`config.mk`:
```
export PLATFORM = sky130hd
export DESIGN_NAME = sd_stream_sequencer_flat
export DESIGN_NICKNAME = d
export VERILOG_FILES = /design/src/rtl/sd_stream_pkg.sv /design/src/rtl/sd_stream_sequencer_if.sv /design/src/rtl/sd_stream_sequencer_edge_pulse.sv /design/src/rtl/sd_stream_sequencer.sv /design/src/flat_wrapper.sv
export SDC_FILE = /design/constraint.sdc
export NUM_CORES = 1
export LEC_CHECK = 0
export BUFFER_PORTS_ARGS = -buffer_cell sky130_fd_sc_hd__buf_2
export CELL_PAD_IN_SITES_DETAIL_PLACEMENT = 2
export CELL_PAD_IN_SITES_GLOBAL_PLACEMENT = 2
export CORE_MARGIN = 2
export CORE_UTILIZATION = 36
export DETAILED_ROUTE_END_ITERATION = 10
export PLACE_DENSITY = 0.95
export SYNTH_ARGS = -nofsm -noshare
export SYNTH_HDL_FRONTEND = slang
export SYNTH_SLANG_ARGS = --single-unit
export TNS_END_PERCENT = 30
```
`constraint.sdc`:
```
create_clock -name clk_in -period 4.64 [get_ports clk_in]
set_clock_uncertainty 0.1 [all_clocks]
set_input_delay 0.464 -clock clk_in [delete_from_list [all_inputs] [get_ports clk_in]]
set_output_delay 0.464 -clock clk_in [all_outputs]
set_load 0.005 [all_outputs]
```
`src/rtl/sd_stream_pkg.sv`:
```
// Shared types and constants for the SD-card-to-sample-FIFO block sequencer.
package sd_stream_pkg;

    localparam int unsigned SD_BLOCK_BYTES = 512;
    localparam int unsigned SD_ADDR_W      = 32;
    localparam int unsigned SD_FIFO_CNT_W  = 11;

    typedef enum logic [2:0] {
        IDLE      = 3'd0,
        WAIT_ROOM = 3'd1,
        ISSUE     = 3'd2,
        STREAM    = 3'd3,
        ADVANCE   = 3'd4,
        DONE      = 3'd5
    } sd_stream_state_t;

    // Streaming is in progress anywhere between leaving IDLE and reaching DONE.
    function automatic logic state_is_busy(input sd_stream_state_t st);
        return (st != IDLE) && (st != DONE);
    endfunction

endpackage

```
`src/rtl/sd_stream_sequencer_if.sv`:
```
// Bus bundle between the sequencer, sd_controller and the sample FIFO.
// slave is the sequencer's view, master the environment's view.
interface sd_stream_sequencer_if;
    import sd_stream_pkg::*;

    logic                     play_in;
    logic                     sd_ready_in;
    logic                     sd_byte_available_in;
    logic                     sd_rd_out;
    logic [SD_ADDR_W-1:0]     sd_addr_out;
    logic [SD_FIFO_CNT_W-1:0] fifo_count_in;
    logic                     fifo_wr_en_out;
    logic                     busy_out;
    logic                     done_out;
    logic [15:0]              blocks_read_out;

    modport slave (
        input  play_in, sd_ready_in, sd_byte_available_in, fifo_count_in,
        output sd_rd_out, sd_addr_out, fifo_wr_en_out, busy_out, done_out,
               blocks_read_out
    );

    modport master (
        output play_in, sd_ready_in, sd_byte_available_in, fifo_count_in,
        input  sd_rd_out, sd_addr_out, fifo_wr_en_out, busy_out, done_out,
               blocks_read_out
    );

endinterface

```
`src/rtl/sd_stream_sequencer_edge_pulse.sv`:
```
// Rising-edge detector: rise is high while sig is high and its registered copy is low.
module edge_pulse (
    input  logic clk,
    input  logic rst,
    input  logic sig,
    output logic rise
);

    logic sig_d_r;

    // Registered copy of the input, one cycle behind.
    always_ff @(posedge clk or posedge rst) begin
        if (rst) begin
            sig_d_r <= 1'b0;
        end else begin
            sig_d_r <= sig;
        end
    end

    assign rise = sig & ~sig_d_r;

endmodule

```
`src/rtl/sd_stream_sequencer.sv`:
```
// Issues 512-byte SD reads into the sample FIFO when it has room for a whole block.
// Optional feature: SD_STREAM_LOOP_EN wraps playback to START_ADDR instead of stopping in DONE.
module sd_stream_sequencer
    import sd_stream_pkg::*;
#(
    parameter logic [31:0] START_ADDR  = 32'h0000_0000,
    parameter logic [31:0] END_ADDR    = 32'h0100_0000,
    parameter int unsigned BLOCK_BYTES = SD_BLOCK_BYTES,
    parameter int unsigned FIFO_DEPTH  = 1024
) (
    input  logic                  clk_in,
    input  logic                  rst_in,
    sd_stream_sequencer_if.slave  bus
);

    localparam logic [11:0] DEPTH_12  = 12'(FIFO_DEPTH);
    localparam logic [11:0] BLOCK_12  = 12'(BLOCK_BYTES);
    localparam logic [9:0]  LAST_BYTE = 10'(BLOCK_BYTES - 1);
    localparam logic [31:0] BLOCK_32  = 32'(BLOCK_BYTES);

    sd_stream_state_t state_r;
    sd_stream_state_t next_state_s;

    logic [9:0]  byte_cnt_r;
    logic        sd_rd_r;
    logic [31:0] addr_r;
    logic        wr_en_r;
    logic        busy_r;
    logic        done_r;
    logic [15:0] blocks_r;

    logic        rise_s;
    logic [11:0] free_s;
    logic        room_s;
    logic        byte_hit_s;
    logic        last_byte_s;
    logic [31:0] next_addr_s;
    logic        at_end_s;
    logic        advance_fire_s;

    edge_pulse u_byte_edge (
        .clk  (clk_in),
        .rst  (rst_in),
        .sig  (bus.sd_byte_available_in),
        .rise (rise_s)
    );

    // Occupancy above the depth would borrow, so it is treated as no room.
    assign free_s = DEPTH_12 - {1'b0, bus.fifo_count_in};
    assign room_s = ({1'b0, bus.fifo_count_in} <= DEPTH_12) && (free_s >= BLOCK_12);

    assign byte_hit_s     = (state_r == STREAM) && rise_s;
    assign last_byte_s    = byte_hit_s && (byte_cnt_r == LAST_BYTE);
    assign next_addr_s    = addr_r + BLOCK_32;
    assign at_end_s       = (next_addr_s == END_ADDR);
    assign advance_fire_s = (state_r == ADVANCE) && bus.sd_ready_in;

    // Next-state logic; a started block always runs to ADVANCE before play_in is honoured.
    always_comb begin
        next_state_s = state_r;
        case (state_r)
            IDLE: begin
                if (bus.play_in) begin
                    next_state_s = WAIT_ROOM;
                end else begin
                    next_state_s = IDLE;
                end
            end
            WAIT_ROOM: begin
                if (!bus.play_in) begin
                    next_state_s = IDLE;
                end else if (bus.sd_ready_in && room_s) begin
                    next_state_s = ISSUE;
                end else begin
                    next_state_s = WAIT_ROOM;
                end
            end
            ISSUE: begin
                if (!bus.sd_ready_in) begin
                    next_state_s = STREAM;
                end else begin
                    next_state_s = ISSUE;
                end
            end
            STREAM: begin
                if (last_byte_s) begin
                    next_state_s = ADVANCE;
                end else begin
                    next_state_s = STREAM;
                end
            end
            ADVANCE: begin
                if (!bus.sd_ready_in) begin
                    next_state_s = ADVANCE;
`ifdef SD_STREAM_LOOP_EN
                end else if (bus.play_in) begin
                    next_state_s = WAIT_ROOM;
`else
                end else if (at_end_s) begin
                    next_state_s = DONE;
                end else if (bus.play_in) begin
                    next_state_s = WAIT_ROOM;
`endif
                end else begin
                    next_state_s = IDLE;
                end
            end
            DONE: begin
                next_state_s = DONE;
            end
            default: begin
                next_state_s = IDLE;
            end
        endcase
    end

    // State, counters and registered outputs; status outputs follow the next state.
    always_ff @(posedge clk_in or posedge rst_in) begin
        if (rst_in) begin
            state_r    <= IDLE;
            byte_cnt_r <= 10'd0;
            sd_rd_r    <= 1'b0;
            addr_r     <= START_ADDR;
            wr_en_r    <= 1'b0;
            busy_r     <= 1'b0;
            done_r     <= 1'b0;
            blocks_r   <= 16'd0;
        end else begin
            state_r <= next_state_s;
            sd_rd_r <= (next_state_s == ISSUE);
            busy_r  <= state_is_busy(next_state_s);
            done_r  <= (next_state_s == DONE);
            wr_en_r <= byte_hit_s;

            if ((state_r != STREAM) && (next_state_s == STREAM)) begin
                byte_cnt_r <= 10'd0;
            end else if (byte_hit_s) begin
                byte_cnt_r <= byte_cnt_r + 10'd1;
            end else begin
                byte_cnt_r <= byte_cnt_r;
            end

            if (advance_fire_s) begin
                blocks_r <= blocks_r + 16'd1;
`ifdef SD_STREAM_LOOP_EN
                addr_r   <= at_end_s ? START_ADDR : next_addr_s;
`else
                addr_r   <= next_addr_s;
`endif
            end else begin
                blocks_r <= blocks_r;
                addr_r   <= addr_r;
            end
        end
    end

    assign bus.sd_rd_out       = sd_rd_r;
    assign bus.sd_addr_out     = addr_r;
    assign bus.fifo_wr_en_out  = wr_en_r;
    assign bus.busy_out        = busy_r;
    assign bus.done_out        = done_r;
    assign bus.blocks_read_out = blocks_r;

endmodule

```
`src/flat_wrapper.sv`:
```
// flat-port wrapper written by rule: the top's interface ports become plain ports
module sd_stream_sequencer_flat import sd_stream_pkg::*;
#(
    parameter logic [31:0] START_ADDR  = 32'h0000_0000,
    parameter logic [31:0] END_ADDR    = 32'h0100_0000,
    parameter int unsigned BLOCK_BYTES = SD_BLOCK_BYTES,
    parameter int unsigned FIFO_DEPTH  = 1024
)
  (clk_in, rst_in, bus_play_in, bus_sd_ready_in, bus_sd_byte_available_in, bus_fifo_count_in, bus_sd_rd_out, bus_sd_addr_out, bus_fifo_wr_en_out, bus_busy_out, bus_done_out, bus_blocks_read_out);
  sd_stream_sequencer_if bus_i ();
  input  logic clk_in;
  input  logic rst_in;
  input wire logic [$bits(bus_i.play_in)-1:0] bus_play_in;
  input wire logic [$bits(bus_i.sd_ready_in)-1:0] bus_sd_ready_in;
  input wire logic [$bits(bus_i.sd_byte_available_in)-1:0] bus_sd_byte_available_in;
  input wire logic [$bits(bus_i.fifo_count_in)-1:0] bus_fifo_count_in;
  output wire logic [$bits(bus_i.sd_rd_out)-1:0] bus_sd_rd_out;
  output wire logic [$bits(bus_i.sd_addr_out)-1:0] bus_sd_addr_out;
  output wire logic [$bits(bus_i.fifo_wr_en_out)-1:0] bus_fifo_wr_en_out;
  output wire logic [$bits(bus_i.busy_out)-1:0] bus_busy_out;
  output wire logic [$bits(bus_i.done_out)-1:0] bus_done_out;
  output wire logic [$bits(bus_i.blocks_read_out)-1:0] bus_blocks_read_out;
  assign bus_i.play_in = bus_play_in;
  assign bus_i.sd_ready_in = bus_sd_ready_in;
  assign bus_i.sd_byte_available_in = bus_sd_byte_available_in;
  assign bus_i.fifo_count_in = bus_fifo_count_in;
  assign bus_sd_rd_out = bus_i.sd_rd_out;
  assign bus_sd_addr_out = bus_i.sd_addr_out;
  assign bus_fifo_wr_en_out = bus_i.fifo_wr_en_out;
  assign bus_busy_out = bus_i.busy_out;
  assign bus_done_out = bus_i.done_out;
  assign bus_blocks_read_out = bus_i.blocks_read_out;
  sd_stream_sequencer #(.START_ADDR(START_ADDR), .END_ADDR(END_ADDR), .BLOCK_BYTES(BLOCK_BYTES), .FIFO_DEPTH(FIFO_DEPTH)) u_core (.clk_in(clk_in), .rst_in(rst_in), .bus(bus_i));
endmodule
```
# After elaboration in Yosys (flattened, before gate mapping)
# Index checks and enable logic that the tools add are counted.
# W data, S select, Z words.
[totals] regBits=66 inputBits=16 out_inout_bits=52 elab_cells=49
[classes] add_sub_neg=4 n_lt_le_gt_ge=2 eq_ne=12 muxes=10 n_bitwise=2 n_reduce_logical=10
[op_table] operator="$add A32 B10 Y32 const B" count=1
[op_table] operator="$eq A32 B25 Y1 const B" count=1
[op_table] operator="$mux W10" count=2
[op_table] operator="$pmux W3 S6" count=1
[op_table] operator="$add A16 B1 Y16 const B" count=1
[op_table] operator="$eq A3 B2 Y1 const B" count=4
[op_table] operator="$ge A12 B10 Y1 const B" count=1
[op_table] operator="$mux W3" count=4
[op_table] operator="$sub A11 B11 Y12 const A" count=1
[op_table] operator="$le A11 B11 Y1 const B" count=1
[op_table] operator="$add A10 B1 Y10 const B" count=1
[op_table] operator="$eq A10 B9 Y1 const B" count=1
[op_table] operator="$eq A3 B3 Y1 const B" count=3
[op_table] operator="$logic_and A1 B1 Y1" count=7
[op_table] operator="$eq A3 B1 Y1 const B" count=1
[op_table] operator="$logic_not A3 Y1" count=1
[op_table] operator="$ne A3 B2 Y1 const B" count=1
[op_table] operator="$ne A3 B3 Y1 const B" count=1
[op_table] operator="$reduce_bool A3 Y1" count=1
[op_table] operator="$mux W1" count=2
[op_table] operator="$mux W2" count=1
[op_table] operator="$reduce_bool A2 Y1" count=1
[op_table] operator="$and A1 B1 Y1" count=1
[op_table] operator="$not A1 Y1" count=1

# Logic depth before layout (Yosys ltp)
[depth] word_depth=10 depth_mapped=9 depth_no_buf=8

# Hierarchy
# A second synthesis with hierarchy kept.
[unflattened] hier_cells=308 area_unflattened_um2=3050.4
[modules_own_cells] module="sd_stream_sequencer" n_inst=1 cells_per_inst=305 area_each_um2=3007.9 seq_area_each_um2=1401.3
[modules_own_cells] module="edge_pulse" n_inst=1 cells_per_inst=3 area_each_um2=42.5 seq_area_each_um2=25.0

# Worst setup path after synthesis
# OpenSTA, ideal clock, no wires.
[synth_path] path_kind="input port to flip-flop" start="input bus_fifo_count_in[2]" end="register u_core.busy_r (netlist: u_core.bus.busy_out)" setup_time_ps=120 arrival_ps=2391 required_time_ps=4420 setup_slack_ps=2030 path_stages=7 path_buffers=0 cell_sequence="or4_4 > o41ai_2 > a2111oi_1 > or4_4 > a211oi_2 > o31ai_1 > a31o_1"
[synth_between] elab_chain_len=9 elab_cells_between_ends=11
[synth_lines] item="start: declaration" line_no="flat_wrapper.sv:16" text="input wire logic [$bits(bus_i.fifo_count_in)-1:0] bus_fifo_count_in;"
[synth_lines] item="$sub A11 B11 Y12" line_no="sd_stream_sequencer.sv:49" text="assign free_s = DEPTH_12 - {1'b0, bus.fifo_count_in};"
[synth_lines] item="$ge A12 B10 Y1" line_no="sd_stream_sequencer.sv:50" text="assign room_s = ({1'b0, bus.fifo_count_in} <= DEPTH_12) && (free_s >= BLOCK_12);"
[synth_lines] item="$logic_and A1 B1 Y1 *" line_no="sd_stream_sequencer.sv:50"
[synth_lines] item="$logic_and A1 B1 Y1 *" line_no="sd_stream_sequencer.sv:72" text="end else if (bus.sd_ready_in && room_s) begin"
[synth_lines] item="$mux W2 *" line_no="sd_stream_sequencer.sv:72"
[synth_lines] item="$mux W3 *" line_no="sd_stream_sequencer.sv:70" text="if (!bus.play_in) begin"
[synth_lines] item="$pmux W3 S6 *" line_no="sd_stream_sequencer.sv:61" text="case (state_r)"
[synth_lines] item="$ne A3 B3 Y1 or $reduce_bool A3 Y1 (tied branches)" line_no="sd_stream_pkg.sv:19" text="return (st != IDLE) && (st != DONE);"
[synth_lines] item="$logic_and A1 B1 Y1 *" line_no="sd_stream_pkg.sv:19"
[synth_lines] item="end signal: assignment" line_no="sd_stream_sequencer.sv:131" text="busy_r <= state_is_busy(next_state_s);"
[synth_lines] item="end: declaration" line_no="sd_stream_sequencer.sv:28" text="logic busy_r;"
# Mark *: on every way between the ends. The rest lies on a longest branch, timed or not.
# A chain may end at the register's enable or synchronous reset.

# Final worst setup path
[layout_path] start="register u_core.addr_r[9] (netlist: u_core.bus.sd_addr_out[9])" end="register u_core.busy_r (netlist: u_core.bus.busy_out)"
[layout_between] elab_chain_len=7 elab_cells_between_ends=8
[layout_lines] item="start: declaration" line_no="sd_stream_sequencer.sv:26" text="logic [31:0] addr_r;"
[layout_lines] item="start signal: assignment" line_no="sd_stream_sequencer.sv:148" text="addr_r <= next_addr_s;"
[layout_lines] item="start signal: assignment" line_no="sd_stream_sequencer.sv:152" text="addr_r <= addr_r;"
[layout_lines] item="$add A32 B10 Y32 *" line_no="sd_stream_sequencer.sv:54" text="assign next_addr_s = addr_r + BLOCK_32;"
[layout_lines] item="$eq A32 B25 Y1 *" line_no="sd_stream_sequencer.sv:55" text="assign at_end_s = (next_addr_s == END_ADDR);"
[layout_lines] item="$mux W3 *" line_no="sd_stream_sequencer.sv:99" text="end else if (at_end_s) begin"
[layout_lines] item="$mux W3 *" line_no="sd_stream_sequencer.sv:93" text="if (!bus.sd_ready_in) begin"
[layout_lines] item="$pmux W3 S6 *" line_no="sd_stream_sequencer.sv:61"
[layout_lines] item="$ne A3 B3 Y1 or $reduce_bool A3 Y1 (tied branches)" line_no="sd_stream_pkg.sv:19"
[layout_lines] item="$logic_and A1 B1 Y1 *" line_no="sd_stream_pkg.sv:19"
# Marks and branches as above.

==> run summary <==
The flow ran to the end, and the final reports show no timing, DRC or antenna violations. At the pin with the least slew margin, the transition time is 0.866 ns. The number of global-route vias before repair is 2959. The number of enable flip-flop cells after synthesis is 0, and the number of remaining DRC errors is 0. The number of antenna violations at the first check in global routing was 0; the count of port buffers added during placement was 58. In this run the register-to-register setup slack is 1.52 ns. Of the post-synthesis cell area, the dominant cell type holds 47.1%. Once detail routing completed, the nets flagged for antenna violations numbered 0. In the detailed route, the total length drawn on met2 is 5.44 mm. The routed length per placed instance is 22.4 um, and the setup TNS after final layout is 0 ns.

The share of total power dissipated in the clock network is 48.8%. The run gives 0 as the count of final hold-check violations. STA classifies the critical path startpoint as a flip-flop. The tools report the worst path required time as 4.77 ns. For the worst-skew pair, the clock arrives at the later sink with an insertion delay of 0.35 ns.

Iteration-0 DRC count of the detailed router: 91. The run gives 68 as the number of top-level pins. The logs give 3030 um^2 for the post-synthesis instance area and 0 for the max-capacitance violation count. The congestion estimate from routability-driven global placement came to 0.856.

Synthesis inferred 57 register bits. The worst register-to-register path begins at u_core.bus.sd_addr_out[9]. The total power was 0.00135 W. The min-delay analysis places its worst path in the category in2reg. The worst hold path terminates at u_core.u_byte_edge.sig_d_r. The tools report the total routed wire length on the met1 layer as 4.48 mm. Top cell type by total area after synthesis: dfrtp_1. Commonest register cell after synthesis: dfrtp_1. The die is 95.7 um wide. The tools report the sink count of the clock tree as 57. Post-synthesis cell type count: 47. The number of buffers added for setup after CTS was 0. Across the VDD grid, the largest voltage drop is 0.000227 V. The top layer reached by signal wires is met4. STA classifies the critical path endpoint as a flip-flop. The instance count along the most critical hold path is 1, and the pin count of the biggest net entering global routing is 58. The die covers 9160 um^2. Post-CTS repair changed the size of 0 cells. In this run the mean area of a mapped cell was 9.83 um^2. The switching share of power was 24.5%; the placed wire-length estimate after detailed placement was 6.53 mm.

Across all layers, the routed design uses 2706 vias. The number of warnings printed during yosys synthesis was 0. The class of the most critical setup path was reg2reg. TritonCTS created 9 clock buffers.

The number of vias per cell after detailed routing was 5.66. The total routed wirelength is 10.7 mm. Along the worst path, the maximum fanout reaches 7.

Summed over all nets, the switching power comes to 0.000331 W. The first-pass GRT wire length came out at 16.9 mm. The total overflow left after global routing is 0. Counting the fill cells in the layout gives 898.

The vertical die dimension was 95.7 um; the gate count after technology mapping was 308. The run gives 37.0% as the effective utilization at floorplan. After clock tree synthesis, the flow added hold-fix buffers numbering 0. The clock-pin slew of the registers on the worst-case setup and hold paths is 0.07 ns, and the final critical delay including setup and external delays is 3.12 ns. Setup repair after global routing left no endpoint under its margin. Setup violations remaining at the end of the flow were counted as 0. The area of the core is 8180 um^2. TritonCTS built the clock tree. Relative max-transition margin: 41.9%.

dfrtp_1 is the most common cell in the netlist. The endpoint identified for the worst register-to-register timing path is u_core.bus.busy_out. The first TritonRoute pass finished after 4 iterations. The final critical path takes up 67.1% of the cycle. After synthesis, the cell types taking the most area are dfrtp_1 (47%), xnor2_1 (11%), nand2_1 (4.6%). Detailed routing placed a total of 381 um of wire on met3. The logs give 0.00102 W for the internal power contribution and 3 for the number of H-tree branching levels. The diode insertion count for antenna repair is 0. For the worst flop-to-flop path, the logic depth is 7. The area growth from synthesis to final layout is 20.8%, and the net total in the final layout is 388.

Power density normalized to cell area: 369 nW/um^2. For this run, the register share of the synthesized area comes to 47.1%. The clock root buffer is clkbuf_8.

The fraction of final layout cells sized beyond drive strength 1 is 22.5%, and the highest clock frequency the design can meet is 0.321 GHz. Per report_power, the combinational group accounts for 11.0% of the total. The clock passes through at most 2 buffers. In this run, flip-flops and latches consume 40.1% of the power. For this design the static power due to leakage is 1.74 nW. The number of max-slew violations in the final report was 0. By count the netlist is led by dfrtp_1 (57), nand2_1 (37), xnor2_1 (37). At the worst endpoint, the arrival time is 3.24 ns.

The start point of the worst min-delay path is bus_sd_byte_available_in. The logs give 33 for the number of placement rows and 24.7% for the total routing usage reported by global routing. The share of flip-flops with an asynchronous set or reset after synthesis works out to 100%.
layout by cell type, fill, tap and decap left out, types with 3 or more instances in the layout:
master / instances
nand4_1: 14
and4_1: 5
nand3_1: 21
ha_1: 4
o21ai_0: 4
bufinv_16: 4
xnor2_1: 37
xor2_1: 12
o21ai_1: 3
buf_2: 58
a21oi_1: 8
and3_1: 10
nand2_1: 37
nor2_1: 24
nor3_1: 6
nor2b_1: 4
conb_1: 9
clkbuf_8: 11
and2_1: 4
dfrtp_1: 57
or3_1: 4
routing by layer:
metal	GRT usage [%]	vias up
met2	41.4	84
met4	13.0	0
met5	0	-
met3	4.78	39
met1	30.0	1404
li1	-	1179
sequential cells by signal, summed over array words and instances (netlist names), 3 cells and up:
name                        flops
u_core.state_r                  3
u_core.bus.sd_addr_out         23
u_core.byte_cnt_r              10
u_core.bus.blocks_read_out     16
power by group through the flow:
stage,sequential [W],clock (W),combinational (W)
after floorplan,0.000545,0,0.0000945
after global placement,0.000548,0,0.000126
after detailed placement,0.000549,0,0.000138
after CTS,0.000541,0.000670,0.000150
after global routing,0.000546,0.000689,0.000163
final,0.000541,0.000658,0.000149
kinds of logic (layout without fill, tap and decap cells):
group / count (synthesis) / in the layout / share of synthesized area (%)
AND/OR/NAND/NOR: 141 / 141 / 24.5
flip-flops: 57 / 57 / 47.1
XOR/XNOR: 49 / 49 / 14.2
AO/OA/AOI/OAI: 33 / 33 / 7.90
buffers and inverters: 22 / 79 / 4.17
adder cells (fa/ha/maj): 4 / 4 / 1.65
other: 1 / 9 / 0.124
multiplexers: 1 / 1 / 0.331
how the worst max path moves through the flow:
stage | startpoint | slack [ns] | cells past startpoint | to
2_1_floorplan | bus_fifo_count_in[2] | 2.03 | 7 | u_core.bus.busy_out
3_3_place_gp | u_core.bus.sd_addr_out[9] | 1.80 | 7 | u_core.bus.busy_out
3_5_place_dp | u_core.bus.sd_addr_out[9] | 1.69 | 7 | u_core.bus.busy_out
4_1_cts | u_core.bus.sd_addr_out[19] | 1.54 | 7 | u_core.bus.busy_out
5_1_grt | u_core.bus.sd_addr_out[9] | 1.32 | 7 | u_core.bus.busy_out
6_report | u_core.bus.sd_addr_out[9] | 1.52 | 7 | u_core.bus.busy_out
per-stage QoR:
step                worst slack (ns)  hold slack [ns]  cells  utilization, %  area [um^2]
global placement                1.80            0.355    462            41.3         3380
floorplan                       2.03            0.350    316               -         3060
CTS                             1.54            0.147    478            44.7         3650
finish                          1.52            0.154    478            44.7         3650
detailed placement              1.69            0.362    462            41.3         3380
global route                    1.32            0.147    478            44.7         3650
critical path, stage by stage, from the launching register on:
cell	delay, ns
dfrtp_1	0.51
ha_1	0.31
nand4_1	0.30
or3_1	0.53
o21ai_0	0.25
nand4_1	0.13
or4_1	0.63
a31o_1	0.23
final cells by class:
cell class                      instances  area [um^2]  share of cell area (%)
Clock inverter                          5          125                    3.42
Inverter                                3         11.3                   0.308
Timing Repair Buffer                   60          305                    8.35
Multi-Input combinational cell        237         1500                    41.2
Clock buffer                           11          151                    4.14
Tap cell                              105          131                    3.59
Sequential cell                        57         1430                    39.0
Note: power is estimated with default switching activity, not from simulation.
